File: src/rtl/uart_rx_fifo.sv
// Receive FIFO of the 16550 UART. It holds each received character together
// with its pe/fe/bi flags. The oldest entry is presented first-word-fall-through
// to the RBR/LSR read logic. The FIFO also provides the overrun,
// error-in-FIFO and trigger-level status used by the interrupt logic.
module uart_rx_fifo #(
  parameter int DEPTH = 16,
  parameter int AW    = 4
) (
  input  logic          clk,
  input  logic          rst,
  input  logic          en,
  input  logic          clr,
  input  logic [1:0]    trig_lvl,
  input  logic          push,
  input  logic [7:0]    din,
  input  logic          pe_in,
  input  logic          fe_in,
  input  logic          bi_in,
  input  logic          pop,
  input  logic          ovr_clr,
  output logic [7:0]    dout,
  output logic          pe_out,
  output logic          fe_out,
  output logic          bi_out,
  output logic          empty,
  output logic          full,
  output logic [AW:0]   count,
  output logic          overrun,
  output logic          err_in_fifo,
  output logic          trig_hit
);

  // Entry layout: {bi, fe, pe, data}
  logic [10:0]   mem [DEPTH];
  logic [AW-1:0] rd_ptr, wr_ptr;
  logic [AW:0]   cnt, err_cnt;
  logic          ovr, en_d;

  logic [10:0]   head;
  logic          head_err, push_err;
  logic          flush, pop_ok, push_ok, ovr_set;
  logic [AW:0]   eff_depth, thr;

  // In 16450 mode (deep = 0) both pointers stay pinned at slot 0.
  function automatic logic [AW-1:0] ptr_inc(input logic [AW-1:0] p, input logic deep);
    return deep ? p + AW'(1) : '0;
  endfunction

  assign head      = mem[rd_ptr];
  assign head_err  = |head[10:8];
  assign push_err  = pe_in | fe_in | bi_in;

  // A change of FIFO mode discards the contents, the same as an FCR flush.
  assign flush     = clr | (en != en_d);
  assign eff_depth = en_d ? (AW+1)'(DEPTH) : (AW+1)'(1);

  assign empty     = (cnt == '0);
  assign full      = (cnt == eff_depth);
  // A pop in the same cycle frees the slot, so a push to a full FIFO is not an overrun.
  assign pop_ok    = pop & ~empty;
  assign push_ok   = push & (~full | pop_ok);
  assign ovr_set   = ~flush & push & full & ~pop_ok;

  assign dout      = empty ? 8'h00 : head[7:0];
  assign pe_out    = ~empty & head[8];
  assign fe_out    = ~empty & head[9];
  assign bi_out    = ~empty & head[10];
  assign count       = cnt;
  assign overrun     = ovr;
  assign err_in_fifo = (err_cnt != '0);

  // Trigger threshold from FCR[7:6]; non-FIFO mode always interrupts on one character.
  always_comb begin
    thr = (AW+1)'(1);
    if (en) begin
      case (trig_lvl)
        2'b00:   thr = (AW+1)'(1);
        2'b01:   thr = (AW+1)'(4);
        2'b10:   thr = (AW+1)'(8);
        default: thr = (AW+1)'(14);
      endcase
    end
  end

  assign trig_hit = (cnt >= thr);

  // Character storage; unreset, written only on an accepted push.
  always_ff @(posedge clk) begin
    if (!flush && push_ok)
      mem[wr_ptr] <= {bi_in, fe_in, pe_in, din};
  end

  // Pointer, occupancy and error-count bookkeeping.
  always_ff @(posedge clk) begin
    if (rst) begin
      rd_ptr  <= '0;
      wr_ptr  <= '0;
      cnt     <= '0;
      err_cnt <= '0;
      en_d    <= 1'b0;
    end else begin
      en_d <= en;
      if (flush) begin
        rd_ptr  <= '0;
        wr_ptr  <= '0;
        cnt     <= '0;
        err_cnt <= '0;
      end else begin
        if (push_ok) wr_ptr <= ptr_inc(wr_ptr, en_d);
        if (pop_ok)  rd_ptr <= ptr_inc(rd_ptr, en_d);
        case ({push_ok, pop_ok})
          2'b10:   cnt <= cnt + (AW+1)'(1);
          2'b01:   cnt <= cnt - (AW+1)'(1);
          default: cnt <= cnt;
        endcase
        case ({push_ok & push_err, pop_ok & head_err})
          2'b10:   err_cnt <= err_cnt + (AW+1)'(1);
          2'b01:   err_cnt <= err_cnt - (AW+1)'(1);
          default: err_cnt <= err_cnt;
        endcase
      end
    end
  end

  // Sticky overrun flag: a new overrun wins over a coincident LSR read.
  always_ff @(posedge clk) begin
    if (rst)          ovr <= 1'b0;
    else if (ovr_set) ovr <= 1'b1;
    else if (ovr_clr) ovr <= 1'b0;
  end

endmodule
File: config.mk
export PLATFORM = sky130hd
export DESIGN_NAME = uart_rx_fifo
export DESIGN_NICKNAME = d
export VERILOG_FILES = /design/src/rtl/uart_rx_fifo.sv
export SDC_FILE = /design/constraint.sdc
export NUM_CORES = 1
export LEC_CHECK = 0
export CORE_UTILIZATION = 54
export DETAILED_ROUTE_END_ITERATION = 16
export PLACE_DENSITY = 0.79
export SLEW_MARGIN = 30
export SYNTH_ARGS = -nofsm -noshare
export SYNTH_HDL_FRONTEND = slang
export SYNTH_SLANG_ARGS = --single-unit
File: constraint.sdc
create_clock -name clk -period 3.2 [get_ports clk]
set_input_delay 0.32 -clock clk [delete_from_list [all_inputs] [get_ports clk]]
set_output_delay 0.32 -clock clk [all_outputs]
set_load 0.005 [all_outputs]
==> impl_metrics.toml <==
[outcome]
outcome = "finished, violations left"
violations = "negative setup slack"

[setup_path]
worstPathCellList = "buf_12 > mux4_2 > a22oi_2 > nand3_2 > nor3_4 > nor2_1 > ha_2 > fa_2 > a21o_1 > a21oi_2 > xor2_1 > or3_4 > a21oi_2"
cp_max_fo = 7
crit_arrival_ns = 3.70
worstPathRequired_ns = 3.56
slowest_stage = "mux4_2"
end_kind = "flip-flop"
crit_type = "reg -> reg"
cp_slowest_stage_delay_ns = 0.50
cpMostUsedCell = "a21oi_2"
cp-start-kind = "flip-flop"

[detailed_routing]
drt_iter0_drc = 491
drtPass1Iterations = 5
via_per_inst = 6.20
finalWirelength_mm = 18.4
num_vias = 4630
detail-route-antenna-nets = 0
wl_per_cell_um = 24.6
drc = 0

[placement]
port-buffer-count = 40
place.gp.congestion = 0.842
placed_cell_area_um2 = 9210
dp_cells = 703
pre_cts_slack_ns = -0.285
dp_hpwl_mm = 10.4

[synthesis]
async_flop_share_pct = 0
synth_top_area_share_pct = 63.1
yosys_most_used_dff = "edfxtp_1"
ys.warnings.count = 0
yosysTopAreaCell = "edfxtp_1"
yosysMostFrequentCell = "edfxtp_1"
synthSimpleGateAreaFrac_pct = 6.89
syn-num-nets = 494
netlist_top_cells_area = "edfxtp_1, mux4_1, mux4_2, dfxtp_1, ha_1"
netlist_area_um2 = 8370
ys_ff_latch = 200
synthTopCellsByCount = "edfxtp_1, mux4_1, nor2_1"
synth-compound-area-share_pct = 2.94
synth_cell_types = 41
synth_top_family_by_area = "multiplexers"
avgSynthCellArea_um2 = 18.4
synth.area.mux_share_pct = 15.8
netlist_instances = 456
synthXorXnorAreaFrac_pct = 0.732
synth-seq-area-share_pct = 68.9
yosys.area_share.adder_pct = 2.87
synth-edff-count = 176

[clocking]
clkSinkCount = 200
cts_buffers = 17
clockRootBuffer = "clkbuf_16"
clockBufferDepth = 2
cts_tree = "yes"
clk_pin_slew_ns = 0.07
htree_levels = 4
ctsHoldBuffers = 0
clk_latency_ns = 0.43

[timing]
fin_ws_ns = -0.138
layout_min_cycle_time_ns = 3.34
fin_skew_ns = 0.00617
tightest_slew_ns = 0.687
relSlewSlack_pct = 54.2
rsz0062_at_grt = "true"
tns_ns = -0.317
slew_violations = 0
final_hold_viol_count = 0
final-setup-viol-count = 4
max_freq_mhz = 300
fin_crit_sh_pct = 104

[die]
die-area_um2 = 16000
fp.coreArea_um2 = 15100
die_width_um = 127
fp-row-count = 45
io_pins = 41
die_h_um = 127
initial_core_util_pct = 55.3

[pwr]
pwr-share-seq_pct = 56.9
p_int_mw = 3.94
vdd_drop_max_mv = 0.414
p_clk_share_pct = 39.2
p_sw_share_pct = 21.3
power_frac_comb_pct = 3.9
powerDensity_nw_per_um2 = 502
p_leak_nw = 3.38
switchingPower_mw = 1.06
power.total_mw = 5.00

[final_layout]
drive_gt1_share_pct = 27.7
instances_no_fill = 747
syn2layout_area_growth_pct = 18.9
finalInstanceArea_um2 = 9960
nNetsFinal = 584
nFillCells = 1017
antennaDiodeCount = 0

[worst_hold_path]
min_from = "rst"
hp-class = "in -> reg"

[global_routing]
antenna_found_initial = 0
grt_pass1_vias = 4713
grt_max_degree = 28
grt_usage_pct = 24.1
grt_overflow = 0
grt_first_pass_wirelength_mm = 27.5

[flow_run]
drv_cap = 0
## cell usage in the layout, fill, tap and decap left out, types with 3 or more instances in the layout
cell / n
edfxtp_1: 176
mux4_2: 43
buf_4: 43
clkdlybuf4s50_1: 36
nor2_1: 27
dfxtp_1: 22
nand2_1: 19
clkbuf_16: 19
ha_1: 15
a21oi_1: 13
nand3_1: 12
inv_1: 10
nor2b_1: 10
o21ai_0: 10
mux4_1: 10
nor2b_4: 8
nor3_1: 7
nor3_2: 5
clkinv_4: 5
a21o_1: 4
a21oi_2: 4
xnor2_1: 4
clkinvlp_4: 4
dlymetal6s2s_1: 4
xor2_1: 3
nand2b_1: 3
inv_6: 3
## worst max-delay path: cells and delay by family, from the launching register on
kind / cells / cell delay, ns
buffers and inverters: 1 / 0.15
adder cells (fa/ha/maj): 2 / 0.56
flip-flops: 1 / 0.46
AO/OA/AOI/OAI: 4 / 0.71
XOR/XNOR: 1 / 0.10
AND/OR/NAND/NOR: 4 / 0.78
multiplexers: 1 / 0.50
## per-layer routing
| layer | global-route usage (%) | wire, µm |
|---|---|---|
| met1 | 31.9 | 7440 |
| met4 | 8.72 | 426 |
| met5 | 0 | 0 |
| met3 | 5.15 | 1250 |
| met2 | 40.0 | 9280 |
## path summary, 6_finish.rpt
path / depth (start not counted) / end / slack, ns
hold / removal: 2 / en_d$_SDFF_PP0_ / 0.47
setup reg to reg: 13 / err_cnt[4]$_SDFFE_PP0P_ / -0.14
hold reg to reg: 2 / overrun$_SDFFE_PP0P_ / 0.51
setup / recovery: 13 / err_cnt[4]$_SDFFE_PP0P_ / -0.14
## registers in the layout, indices dropped and copies added (netlist names), named ones only
signal / count
en_d: 1
count: 5
mem: 176
wr_ptr: 4
err_cnt: 5
rd_ptr: 4
overrun: 1
## cells by family (layout without fill, tap and decap cells)
family | Yosys count | in the layout
flops | 200 | 200
simple gates | 104 | 104
mux | 56 | 56
compound gates | 41 | 41
buf+inv | 30 | 133
fa+ha+maj | 18 | 18
xor+xnor | 7 | 7
## metrics by stage
stage / hold WS, ns / utilization, %
floorplan: 0.392 / -
global placement: 0.475 / 60.8
detailed placement: 0.496 / 60.8
CTS: 0.461 / 64.9
global route: 0.492 / 65.7
finish: 0.474 / 65.7
## layout make-up
class,count,area [µm²],area share [%]
inverters,10,37.5,0.377
flip-flops and latches,200,5770,58.0
multi-input cells,226,2460,24.7
well taps,188,235,2.36
repair buffers,91,905,9.09
clock inverters,15,121,1.22
clock buffers,17,425,4.27
## timing repair
item	in CTS	in global routing
pin swaps	4	0
gates resized for setup	25	23
setup buffers	3	5
gates cloned	1	3
endpoints found under the setup margin	9	12
## power by group through the flow
stage                     sequential (mW)  combinational, mW  clock (mW)
final                                2.85              0.194        1.96
after global routing                 2.85              0.211        2.09
after detailed placement             2.90              0.187           0
after global placement               2.90              0.179           0
after floorplan                      2.90             0.0808           0
after CTS                            2.85              0.191        1.99
No activity file was read; power rests on OpenSTA's default activity.
